`config.mk`:
```
export PLATFORM = sky130hd
export DESIGN_NAME = wb_trace_buffer
export DESIGN_NICKNAME = d
export VERILOG_FILES = /design/src/rtl/wb_trace_buffer.sv
export SDC_FILE = /design/constraint.sdc
export NUM_CORES = 1
export LEC_CHECK = 0
export ABC_CLOCK_PERIOD_IN_PS = 5610
export BUFFER_PORTS_ARGS = -buffer_cell sky130_fd_sc_hd__buf_2
export CELL_PAD_IN_SITES_DETAIL_PLACEMENT = 0
export CELL_PAD_IN_SITES_GLOBAL_PLACEMENT = 1
export CORE_MARGIN = 4
export CORE_UTILIZATION = 55
export CTS_CLUSTER_SIZE = 25
export DETAILED_ROUTE_END_ITERATION = 10
export PLACE_DENSITY_LB_ADDON = 0.1
export SYNTH_ARGS = -nofsm -noshare
export SYNTH_HDL_FRONTEND = slang
export SYNTH_SLANG_ARGS = --single-unit
```
`constraint.sdc`:
```
create_clock -name clk -period 5.61 [get_ports clk]
set_input_delay 0.2805 -clock clk [delete_from_list [all_inputs] [get_ports clk]]
set_output_delay 0.2805 -clock clk [all_outputs]
set_load 0.02 [all_outputs]
```
`src/rtl/wb_trace_buffer.sv`:
```
// wb_trace_buffer: captures every retired register write from the pipeline
// (rd != r0) together with a free-running cycle stamp into a first-word-
// fall-through FIFO. The pipeline cannot be stalled, so a push into a full
// FIFO is dropped and counted instead of back-pressuring.
//
// Handshake (output port): out_valid is 1 whenever the FIFO holds an entry
// and depends only on registered state, never on out_ready. An entry is
// transferred on a rising edge where out_valid && out_ready. While out_valid=1
// and out_ready=0 the head fields hold steady.
module wb_trace_buffer #(
    parameter int DEPTH  = 16,
    parameter int ADDR_W = 4
) (
    input  logic              clk,
    input  logic              rst,
    input  logic              en,
    input  logic [4:0]        g_rwd,
    input  logic [31:0]       g_wb_data,
    output logic              out_valid,
    input  logic              out_ready,
    output logic [4:0]        out_rwd,
    output logic [31:0]       out_data,
    output logic [31:0]       out_stamp,
    output logic [ADDR_W:0]   count,
    output logic              overflow,
    output logic [15:0]       drop_cnt
);

    localparam int unsigned DEPTH_U = DEPTH;
    localparam logic [ADDR_W:0] FULL_LEVEL = DEPTH_U[ADDR_W:0];

    logic [31:0]       stamp;
    logic [ADDR_W-1:0] wr_ptr;
    logic [ADDR_W-1:0] rd_ptr;

    // Storage is never cleared; contents are only meaningful below count.
    logic [4:0]  mem_rwd   [DEPTH];
    logic [31:0] mem_data  [DEPTH];
    logic [31:0] mem_stamp [DEPTH];

    logic push_req;
    logic pop;
    logic full;
    logic push_ok;
    logic drop;

    // Push/pop qualification; a pop frees the slot the same cycle, so a push
    // into a full FIFO with a simultaneous pop is accepted.
    always_comb begin
        push_req = en && (g_rwd != 5'd0);
        full     = (count == FULL_LEVEL);
        pop      = out_valid && out_ready;
        push_ok  = push_req && (!full || pop);
        drop     = push_req && full && !pop;
    end

    // Free-running cycle stamp, independent of en.
    always_ff @(posedge clk) begin
        if (rst) stamp <= 32'd0;
        else     stamp <= stamp + 32'd1;
    end

    // Entry storage write; stamp captured is the pre-increment value.
    always_ff @(posedge clk) begin
        if (!rst && push_ok) begin
            mem_rwd[wr_ptr]   <= g_rwd;
            mem_data[wr_ptr]  <= g_wb_data;
            mem_stamp[wr_ptr] <= stamp;
        end
    end

    // Pointers and occupancy; reset discards any push or pop in that cycle.
    always_ff @(posedge clk) begin
        if (rst) begin
            wr_ptr <= '0;
            rd_ptr <= '0;
            count  <= '0;
        end else begin
            if (push_ok) wr_ptr <= wr_ptr + ADDR_W'(1);
            if (pop)     rd_ptr <= rd_ptr + ADDR_W'(1);
            case ({push_ok, pop})
                2'b10:   count <= count + (ADDR_W+1)'(1);
                2'b01:   count <= count - (ADDR_W+1)'(1);
                default: count <= count;
            endcase
        end
    end

    // Sticky overflow flag and saturating drop counter.
    always_ff @(posedge clk) begin
        if (rst) begin
            overflow <= 1'b0;
            drop_cnt <= 16'd0;
        end else if (drop) begin
            overflow <= 1'b1;
            if (drop_cnt != 16'hFFFF) drop_cnt <= drop_cnt + 16'd1;
        end
    end

    // Head presentation straight from storage (first-word-fall-through).
    always_comb begin
        out_valid = (count != '0);
        out_rwd   = mem_rwd[rd_ptr];
        out_data  = mem_data[rd_ptr];
        out_stamp = mem_stamp[rd_ptr];
    end

endmodule

```
=== After elaboration in Yosys (flattened, before gate mapping) ===
Memories as Yosys holds them, arrays and structs flattened. A register that Yosys moved wholly into a read port is not among the register bits.
Index checks and enable logic that the tools add are counted.

* $add $sub $neg: 6
* Equal/unequal tests: 4
* Reduce and logical (&&, ||, !) cells: 14
* Mux-type cells: 9

{| class="wikitable"
|+ Operators by type and width
! cell !! number
|-
| $add 32x1->32 const B || 1
|-
| $mux 4 || 6
|-
| $add 16x1->16 const B || 1
|-
| $ne 16x16->1 const B || 1
|-
| $pmux 5 s2 || 1
|-
| $reduce_bool 5->1 || 2
|-
| $add 4x1->4 const B || 2
|-
| $logic_and 1x1->1 || 6
|-
| $add 5x1->5 const B || 1
|-
| $eq 5x5->1 const B || 1
|-
| $sub 5x1->5 const B || 1
|-
| $logic_not 1->1 || 3
|-
| $eq 2x1->1 const B || 1
|-
| $eq 2x2->1 const B || 1
|-
| $mux 1 || 2
|-
| $reduce_and 2->1 || 1
|-
| $reduce_bool 2->1 || 1
|-
| $logic_or 1x1->1 || 1
|}

* RAM bits: 1104
* Logic and storage cells: 42
* Bits of input ports: 41
* Output and inout port bits: 92
* Memories: 3
* Register bits: 62

{| class="wikitable"
|+ Memories
! memory !! depth !! bits a word !! read ports !! clocked after memory_dff !! wr ports !! RTL line !! source
|-
| mem_data || 16 || 32 || 1 || 1 || 1 || 38 || <nowiki>logic [31:0] mem_data [DEPTH];</nowiki>
|-
| mem_stamp || 16 || 32 || 1 || 1 || 1 || 39 || <nowiki>logic [31:0] mem_stamp [DEPTH];</nowiki>
|-
| mem_rwd || 16 || 5 || 1 || 1 || 1 || 37 || <nowiki>logic [4:0] mem_rwd [DEPTH];</nowiki>
|}

=== Logic depth before layout (Yosys ltp) ===
Gate-level depths: netlist of the first run.

* Depth after elaboration: 7
* Mapped depth: 10

=== Worst setup path after synthesis of the first run ===
OpenSTA, ideal clock, no wires.

* Kind: reg2reg
* Start point: register count[0]
* End point: memory mem_data[14][0] (enable)
* Path buffers: 0
* Path slack: 963 ps
* Stages on the path, launching flop included: 6
* Required time: 5113 ps
* Arrival time: 4150 ps
* Path through: dfxtp_1 nor4_4 and2_2 nor2_1 nand2_1 nor2_1

* Longest elaborated chain between the ends: 7
* Elaborated cells on any way between the ends: 9
* Classes of those cells: 1 x eq/ne; 2 x mux; 6 x reduce/logical

{| class="wikitable"
|+ Ends and longest elaborated chain
! what !! RTL line !! source
|-
| from (decl) || 24 || <nowiki>output logic [ADDR_W:0] count,</nowiki>
|-
| from (signal assigned) || 82 || <nowiki>2'b10: count <= count + (ADDR_W+1)'(1);</nowiki>
|-
| from (signal assigned) || 83 || <nowiki>2'b01: count <= count - (ADDR_W+1)'(1);</nowiki>
|-
| from (signal assigned) || 84 || <nowiki>default: count <= count;</nowiki>
|-
| $eq 5x5->1 / $reduce_bool 5->1 (equally long branches) || 51, 102 ||
|-
| $logic_not 1->1 / $logic_and 1x1->1 (equally long branches) || 53, 52 ||
|-
| $logic_or 1x1->1 * || 53 || <nowiki>push_ok = push_req && (!full || pop);</nowiki>
|-
| $logic_and 1x1->1 * || 53 ||
|-
| $logic_and 1x1->1 * || 65 || <nowiki>if (!rst && push_ok) begin</nowiki>
|-
| $mux 1 * || 65 ||
|-
| $mux 1 (not written as such) * || 67 || <nowiki>mem_data[wr_ptr] <= g_wb_data;</nowiki>
|-
| to (decl) || 38 ||
|}

Every way passes the cells marked *; elsewhere a longest branch is shown, timed or not.

==> impl_metrics.tcl, run 1 <==
set metrics [dict create \
    power.switching_uw 4610 \
    seq_area_frac_synth 0.776 \
    drt_iter0_drc 1912 \
    synth_ff_type "edfxtp_1" \
    synth-seq-cells 1170 \
    fin_crit_sh 0.693 \
    dpl.hpwl_um 51700 \
    fin_skew_ps 18.4 \
    relSlewSlack 0.154 \
    cts_resized 0 \
    r2r_start "count[0]" \
    p_per_area_nw_per_um2 387 \
    status "completed" \
    critPathRequiredTime_ps 5330 \
    r2r_cells 6 \
    initial_core_util 0.559 \
    dr.pass1.iters 5 \
    worst-setup-path-type "reg2out" \
    p_int_uw 15000 \
    grt_first_pass_wirelength_um 141000 \
    swShare 0.235 \
    vdd_drop_max_mv 0.335 \
    drive_above_1_share 0.315 \
    postRouteAntennaNets 0 \
    ys_types 50 \
    yosys_warnings 0 \
    finalWeightedCongestion 0.769 \
    dp_cells 3029 \
    syn-instance-count 1898 \
    total_power_uw 19600 \
    grt_overflow 0 \
    io_buffers 132 \
    htree_levels 3 \
    grt_max_degree 70 \
    antenna_found_initial 0 \
    p_leak_uw 0.0157 \
    placed_cell_area_um2 46700 \
    arrival_ps 3610 \
    final_cell_mix "edfxtp_1 (1,104), mux4_2 (345), buf_2 (132), clkbuf_16 (117), dfxtp_1 (62)" \
    slew_violations 0 \
    grt_pass1_vias 21400 \
    tns_ps 0 \
    synthArstFlopShare 0 \
    whs_ps 41.6 \
    fp-row-count 103 \
    endpoint "out_data[14]" \
    cts.sinks 1170 \
    p_comb_frac 0.135 \
    synth_edf_count 1104 \
    rrSetupSlack_ps 2390 \
    cts_setup_buffers 0 \
    tightest_slew_ps 1260 \
    worstSetupStartpointType "flop" \
    grt_setup_unrepaired "no" \
    drc 0 \
    layout_commonest_cell "edfxtp_1" \
    via_per_inst 6.17 \
    syn-num-nets 1950 \
    clk_pin_slew_ps 60 \
    maxCapViolations 0 \
    areaGrowthSynthToFinish_pct 13.8 \
    fp.dieArea_um2 85400 \
    fp.dieH_um 292 \
    cts_tree "built" \
    cts_buffers 115 \
    cp_max_fo 63 \
    routed_wl_um 93800 \
    wl_per_cell_um 28.6 \
    synthesis.area_um2 44400 \
    stdcell_area_um2 50600 \
    root_buffer "clkbuf_16" \
    pwr-share-clk 0.367 \
    final_nets 2185 \
    hold_violations 0 \
    clock_latency_ps 680 \
    pin_count 133 \
    grt_usage 0.224 \
    avgSynthCellArea_um2 23.4 \
    route.vias.total 20300 \
    die_w_um 292 \
    min_period_ps 3890 \
    power_frac_seq 0.498 \
    min_from "g_rwd[4]" \
    coreArea_um2 79500 \
    setup_viol 0 \
    clk_path_buf_depth 3 \
    cp-end-kind "output port" \
    timing.fmax_ghz 0.257 \
    final_cells 3283 \
    worstHoldPathType "in2reg" \
    r2r-end "mem_data[6][20]" \
]
==> critical path, stage by stage, from the launching register on <==
cell and delay (ps):
dfxtp_4 960, buf_12 440, mux4_2 630, mux4_2 530, buf_2 190
==> state kept, by name, summed over array words and instances, names as in the netlist, named ones only <==
register / flops
mem_stamp: 512
stamp: 32
wr_ptr: 4
drop_cnt: 16
count: 5
rd_ptr: 4
overflow: 1
mem_rwd: 80
mem_data: 512
==> logic make-up after synthesis <==
logic type | Yosys count | share of synthesized area
xor+xnor | 41 | 0.00808
compound gates | 41 | 0.00597
flops | 1170 | 0.776
mux | 352 | 0.177
simple gates | 181 | 0.0206
buf+inv | 102 | 0.00969
fa+ha+maj | 11 | 0.00327
==> synth_stat cells (2+ instances only) <==
library cell / n / area (µm²)
nor3_1: 8 / 40.0
o21a_1: 2 / 15.0
or3_1: 5 / 31.3
a31o_2: 2 / 17.5
o41ai_1: 3 / 26.3
or4_1: 7 / 52.6
nor2_1: 73 / 274
clkbuf_1: 57 / 214
ha_1: 10 / 125
nand3_1: 22 / 110
a21o_1: 2 / 15.0
nand2_1: 21 / 78.8
a211oi_1: 2 / 15.0
mux4_2: 345 / 7770
o31ai_1: 4 / 30.0
xnor2_1: 14 / 123
nor2b_1: 3 / 18.8
buf_2: 32 / 160
and4_1: 4 / 35.0
a21oi_1: 18 / 90.1
edfxtp_1: 1104 / 33200
buf_1: 2 / 7.51
nor4_1: 4 / 25.0
mux2i_1: 5 / 50.1
inv_1: 10 / 37.5
dfxtp_1: 66 / 1320
and3_1: 7 / 43.8
xor2_1: 27 / 236
o21ai_0: 3 / 15.0
nand4_1: 16 / 100
==> area by class of cell <==
class | count | area [µm²]
Timing Repair Buffer | 210 | 1530
Inverter | 10 | 37.5
Tap cell | 1050 | 1310
Clock inverter | 70 | 484
Sequential cell | 1170 | 34500
Multi-Input combinational cell | 626 | 9660
Antenna cell | 1 | 2.50
Fill cell | 5264 | 29000
Clock buffer | 146 | 3050
==> how the worst min path moves through the flow <==
stage,end,cells past startpoint
finish,mem_rwd[5][4],1
global route,mem_rwd[4][4],1
CTS,mem_rwd[5][4],1
detailed placement,overflow,2
global placement,flop,2
floorplan,mem_data[0][0],0
==> power groups by stage <==
stage	sequential [µW]	combinational (µW)	clock, µW
final	9750	2640	7190
after global routing	9770	2830	7750
after CTS	9760	2720	7360
after detailed placement	9940	2680	0
after global placement	9930	2670	0
after floorplan	9860	1950	0
==> metrics by stage <==
step / utilization / worst slack (ps)
CTS: 0.636 / 1620
finish: 0.636 / 1720
floorplan: - / 963
global placement: 0.587 / 1980
detailed placement: 0.587 / 1890
global route: 0.636 / 1490
==> routing by layer <==
layer / track usage / up-vias / wire (µm)
li1: - / 8577 / -
met1: 0.327 / 10900 / 38900
met2: 0.365 / 642 / 47500
met3: 0.0359 / 121 / 5660
met4: 0.0530 / 0 / 1710
met5: 0 / - / 0
==> what timing repair did <==
| item | 4_1_cts | 5_1_grt |
|---|---|---|
| hold buffers | 37 | 0 |
| setup endpoints to repair | 0 | 0 |
| endpoints found under the hold margin | 573 | 0 |
(Power assumes the default switching activity.)
==> run 2, diff against run 1 <==
--- a/config.mk
+++ b/config.mk
@@ -5,7 +5,7 @@
 export SDC_FILE = /design/constraint.sdc
 export NUM_CORES = 1
 export LEC_CHECK = 0
-export ABC_CLOCK_PERIOD_IN_PS = 5610
+export ABC_CLOCK_PERIOD_IN_PS = 3950
 export BUFFER_PORTS_ARGS = -buffer_cell sky130_fd_sc_hd__buf_2
 export CELL_PAD_IN_SITES_DETAIL_PLACEMENT = 0
 export CELL_PAD_IN_SITES_GLOBAL_PLACEMENT = 1
==> constraint.sdc (replaced) <==
create_clock -name clk -period 3.95 [get_ports clk]
set_input_delay 0.1975 -clock clk [delete_from_list [all_inputs] [get_ports clk]]
set_output_delay 0.1975 -clock clk [all_outputs]
set_load 0.02 [all_outputs]
==> run 2 against run 1 <==
  * First-iteration DRC count shrank 2.7%
  * Largest power group unchanged
  * Critical path type unchanged
  * Sequential share of layout area decreased by 0.68 points
  * Cell count up 0.34%
  * Worst hold slack improved by 210 ps
==> impl_metrics.tcl, run 2 (same netlist as run 1, synthesis figures left out) <==
set metrics [dict create \
    status "completed" \
    fp.dieH_um 292 \
    grt_overflow 0 \
    multiInputGateArea_um2 9660 \
    grt_max_degree 98 \
    layout_commonest_cell "edfxtp_1" \
    cp_common_cell "mux4_2" \
    die_w_um 292 \
    vdd_drop_max_mv 0.507 \
    hold_violations 0 \
    pin_count 133 \
    final_nets 2198 \
    drt_iter0_drc 1861 \
    clk_path_buf_depth 3 \
    postRouteAntennaNets 0 \
    grt_usage 0.217 \
    seqCellArea_um2 34500 \
    timing.fmax_ghz 0.298 \
    route.vias.total 20300 \
    placed_cell_area_um2 46900 \
    coreArea_um2 79500 \
    cts.sinks 1170 \
    root_buffer "clkbuf_16" \
    areaGrowthSynthToFinish_pct 14.9 \
    arrival_ps 3150 \
    clock_latency_ps 670 \
    clk_pin_slew_ps 60 \
    drive_above_1_share 0.322 \
    stdcell_area_um2 51100 \
    setup_viol 0 \
    routed_wl_um 91000 \
    cp_max_fo 53 \
    path_buf_inv 2 \
    p_leak_uw 0.0159 \
    critPathRequiredTime_ps 3750 \
    finalWeightedCongestion 0.731 \
    grt_first_pass_wirelength_um 139000 \
    drc 0 \
    cts_buffers 116 \
    final_cell_mix "edfxtp_1 (1,104), mux4_2 (345), buf_2 (132), clkbuf_16 (119), dfxtp_1 (62)" \
    relSlewSlack 0.392 \
    slew_violations 0 \
    fp.dieArea_um2 85400 \
    grt_setup_unrepaired "no" \
    fill_cells 5210 \
    worst-setup-path-type "reg2out" \
    crit_chain "buf_12 -> mux4_2 -> mux4_2 -> buf_2" \
    critical-path-top-delay-family "multiplexers" \
    fin_skew_ps 15.4 \
    wl_per_cell_um 27.6 \
    via_per_inst 6.16 \
    cts_resized 0 \
    tightest_slew_ps 900 \
    io_buffers 132 \
    min_period_ps 3350 \
    antenna_found_initial 2 \
    fp-row-count 103 \
    htree_levels 3 \
    dr.pass1.iters 5 \
    worstSetupStartpointType "flop" \
    top_regs "mem_data x512, mem_stamp x512, mem_rwd x80" \
    cts_tree "built" \
    maxCapViolations 0 \
    grt_pass1_vias 21500 \
    total_power_uw 28300 \
    cpPeakStageDelay_ps 680 \
    worstHoldPathType "in2reg" \
    dpl.hpwl_um 46100 \
    initial_core_util 0.559 \
    fin_crit_sh 0.848 \
    cp-end-kind "output port" \
    antenna_cells 0 \
    p_per_area_nw_per_um2 555 \
    slowest_stage "dfxtp_4" \
]
run 2: changes by cell type in the layout (fill, tap and decap cells not counted), moves of 3 or more:
cell / previous run / this run
buf_12: 15 / 30
clkinv_1: 34 / 15
clkinvlp_4: 4 / 1
buf_4: 26 / 21
clkbuf_1: 28 / 37
clkbuf_8: 1 / 9
bufinv_16: 5 / 10
run 2: layer usage:
layer	routed length, µm	track usage
met1	38200	0.316
met3	4850	0.0282
met5	0	0
met2	46400	0.362
met4	1480	0.0481
run 2: report_power, final:
part | switching, µW | internal, µW
clock network | 4420 | 6340
logic | 1890 | 1910
registers | 154 | 13600
run 2: area by class of cell:
type,instances,share of cell area
Sequential cell,1170,0.675
Multi-Input combinational cell,626,0.189
Clock buffer,165,0.0635
Timing Repair Buffer,222,0.0354
Tap cell,1050,0.0257
Clock inverter,51,0.0101
Inverter,10,0.000735
run 2: worst register-to-register path, cell delays in order (launching register included):
cell and delay (ps):
dfxtp_1 510, nor4_4 90, and2_2 220, nor2_1 280, nand2_1 320, nor2_4 650
buf_4 360
run 2: what timing repair did:
item	4_1_cts	5_1_grt
endpoints found under the hold margin	597	0
hold buffers	39	0
setup buffers	0	0
run 2: final timing paths:
check / start / end / slack, ps / depth (start not counted)
worst max register to register: count[0] / mem_stamp[12][24] / 1210 / 6
worst min-delay path: en / overflow / 250 / 5
worst min register to register: overflow / overflow / 470 / 2
worst max-delay path: flop / out_data[29] / 600 / 4
run 2: per-stage QoR:
stage               setup slack, ps  utilization  hold slack, ps  TNS (ps)  instances
floorplan                      -697            -             296   -636940       1898
global placement                934        0.590             448         0       3039
detailed placement              901        0.590             459         0       3039
CTS                             498        0.642             211         0       3294
global route                    432        0.642             301         0       3294
finish                          600        0.642             254         0       3294
==> run 3, diff against run 2 <==
--- a/config.mk
+++ b/config.mk
@@ -5,12 +5,13 @@
 export SDC_FILE = /design/constraint.sdc
 export NUM_CORES = 1
 export LEC_CHECK = 0
-export ABC_CLOCK_PERIOD_IN_PS = 3950
+export ABC_AREA = 1
+export ABC_CLOCK_PERIOD_IN_PS = 2800
 export BUFFER_PORTS_ARGS = -buffer_cell sky130_fd_sc_hd__buf_2
 export CELL_PAD_IN_SITES_DETAIL_PLACEMENT = 0
 export CELL_PAD_IN_SITES_GLOBAL_PLACEMENT = 1
 export CORE_MARGIN = 4
-export CORE_UTILIZATION = 55
+export CORE_UTILIZATION = 47
 export CTS_CLUSTER_SIZE = 25
 export DETAILED_ROUTE_END_ITERATION = 10
 export PLACE_DENSITY_LB_ADDON = 0.1
==> constraint.sdc (replaced) <==
create_clock -name clk -period 2.8 [get_ports clk]
set_input_delay 0.14 -clock clk [delete_from_list [all_inputs] [get_ports clk]]
set_output_delay 0.14 -clock clk [all_outputs]
set_load 0.02 [all_outputs]
==> run 3 against run 2 <==
  * Core utilization down 8.1 points
  * Area after synthesis up 3.4%
  * First-iteration DRC count up 47%
  * Combinational power up 130%
  * Global-route usage up 2.5 points
  * Synthesized cell count up 85%
  * Flip-flop and latch count unchanged
  * Clock-buffer cell count down 23
  * Die area up 20%
  * Register-to-register slack worse by 650 ps
  * Power up 55%
  * Critical endpoint is now out_stamp[2]
==> impl_metrics.tcl, run 3 <==
set metrics [dict create \
    layout_commonest_cell "edfxtp_1" \
    timing.fmax_ghz 0.364 \
    clk_path_buf_depth 3 \
    whs_ps 371 \
    p_leak_uw 0.0179 \
    synthesis.area_um2 46000 \
    areaGrowthSynthToFinish_pct 18.3 \
    synth_ff_type "edfxtp_1" \
    wl_per_cell_um 25.7 \
    fp.dieArea_um2 103000 \
    io_buffers 132 \
    synth_area_leaders "edfxtp_1 (72%), nor2_1 (5.6%), o21ai_0 (5.5%), o221ai_1 (3.7%), dfxtp_1 (2.9%)" \
    critPathRequiredTime_ps 2660 \
    dpl.hpwl_um 69800 \
    pre_cts_ws_ps 132 \
    final_nets 3787 \
    cp-end-kind "output port" \
    yosysTopAreaCellShare 0.721 \
    synthArstFlopShare 0 \
    worst-setup-path-type "reg2out" \
    arrival_ps 2610 \
    drc 0 \
    grt_pass1_vias 29700 \
    slew_violations 0 \
    synth_edf_count 1104 \
    coreArea_um2 96900 \
    cts.sinks 1170 \
    drt_iter0_drc 2741 \
    syn-instance-count 3506 \
    setup_viol 0 \
    placed_cell_area_um2 49100 \
    yosysTopAreaCell "edfxtp_1" \
    grt_usage 0.243 \
    clock_latency_ps 710 \
    fp-row-count 114 \
    ys_types 31 \
    fin_util 0.562 \
    r2r-end "count[4]" \
    final_cell_mix "edfxtp_1 (1,104), nor2_1 (668), o21ai_0 (495), nand2_1 (205), o221ai_1 (188)" \
    worstHoldPathType "in2reg" \
    tightest_slew_ps 760 \
    vdd_drop_max_mv 0.745 \
    r2r_cells 15 \
    fin_skew_ps 24.2 \
    seq_area_frac_synth 0.750 \
    post-synth-top-count-cell "edfxtp_1" \
    worstSetupStartpointType "flop" \
    maxCapViolations 0 \
    initial_core_util 0.475 \
    syn-num-nets 3558 \
    grt_max_degree 123 \
    dr.pass1.iters 6 \
    antenna_found_initial 2 \
    drive_above_1_share 0.141 \
    min_path_cells 2 \
    p_per_area_nw_per_um2 808 \
    stdcell_area_um2 54400 \
    finalWeightedCongestion 0.824 \
    avgSynthCellArea_um2 13.1 \
    htree_levels 3 \
    grt_overflow 0 \
    cts_buffers 119 \
    hold_violations 0 \
    synth-seq-cells 1170 \
    grt_setup_unrepaired "yes" \
    cp_max_fo 15 \
    route.vias.total 30300 \
    min_from "g_wb_data[0]" \
    grt_first_pass_wirelength_um 189000 \
    rrSetupSlack_ps 560 \
    die_w_um 321 \
    fin_crit_sh 0.981 \
    finalWorstSetupSlack_ps 51.8 \
    cts_tree "built" \
    clk_pin_slew_ps 60 \
    root_buffer "clkbuf_16" \
    top_regs "mem_data x512, mem_stamp x512, mem_rwd x80" \
    yosys_warnings 0 \
    postRouteAntennaNets 0 \
    status "completed" \
    r2r_start "count[0]" \
    fp.dieH_um 321 \
    routed_wl_um 132000 \
    min_to "mem_data[4][0]" \
    min_period_ps 2750 \
    pin_count 133 \
    yosys-top-cells-count "edfxtp_1 (1,104), nor2_1 (685), o21ai_0 (504), nand2_1 (215), o221ai_1 (196)" \
    via_per_inst 5.93 \
    relSlewSlack 0.493 \
]
==> run 3: timing repair <==
action / in CTS / in global routing
gates resized for setup: 26 / 71
endpoints found under the setup margin: 64 / 61
hold endpoints to repair: 620 / 0
buffers inserted: 5 / 16
hold buffers: 40 / 0
pin swaps: 5 / 14
gates cloned: 3 / 16
==> run 3: critical path: stages (launching register included) <==
cell	delay (ps)
dfxtp_4	430
buf_4	190
clkbuf_16	180
o21ai_0	170
o22ai_1	90
o211ai_1	420
nand2_1	220
buf_6	180
==> run 3: worst max-delay path by stage <==
stage                  start               end  slack [ps]  cells after the start
floorplan           count[1]   mem_data[11][0]        -360                      6
detailed placement  g_rwd[2]  mem_stamp[9][18]         130                      8
CTS                     flop      out_stamp[2]         -80                      7
global placement    g_rwd[2]  mem_stamp[9][30]         190                      8
global route            flop      out_stamp[2]         -60                      9
finish                  flop      out_stamp[2]          50                      7
==> run 3: layout make-up <==
type,count,area (µm²)
timing repair inverter,3,33.8
fill,7826,42500
clock buffer,142,3160
sequential,1170,34500
inverter,65,292
antenna,1,2.50
timing repair buffer,342,3580
multi-input combinational,2034,10500
clock inverter,76,734
tap,1276,1600
==> run 3: where the power goes <==
group | internal [µW] | switching [µW] | total [µW]
registers | 19200 | 112 | 19300
clock network | 9270 | 6590 | 15900
logic | 2840 | 5880 | 8720
total | 31300 | 12600 | 43900
==> run 3: cells by family after synthesis <==
| family | share of synthesized area |
|---|---|
| buffers and inverters | 0.0273 |
| and+or+nand+nor | 0.0934 |
| AOI/OAI and AO/OA | 0.123 |
| xor gates and xnor gates | 0.00286 |
| DFF | 0.750 |
| adders and majority gates | 0.00316 |
==> run 3: layer usage <==
layer	global-route usage	routed length, µm	up-vias
met1	0.338	56700	15500
li1	-	-	13600
met2	0.409	63900	1078
met5	0	0	-
met3	0.0323	8380	156
met4	0.0586	2540	0
==> run 3: per-stage QoR <==
step	instances	setup TNS [ps]	power, µW
floorplan	3506	-344180	24500
global route	5109	-282	45700
finish	5109	0	43900
CTS	5079	-671	43400
detailed placement	4813	0	27300
global placement	4813	0	27100
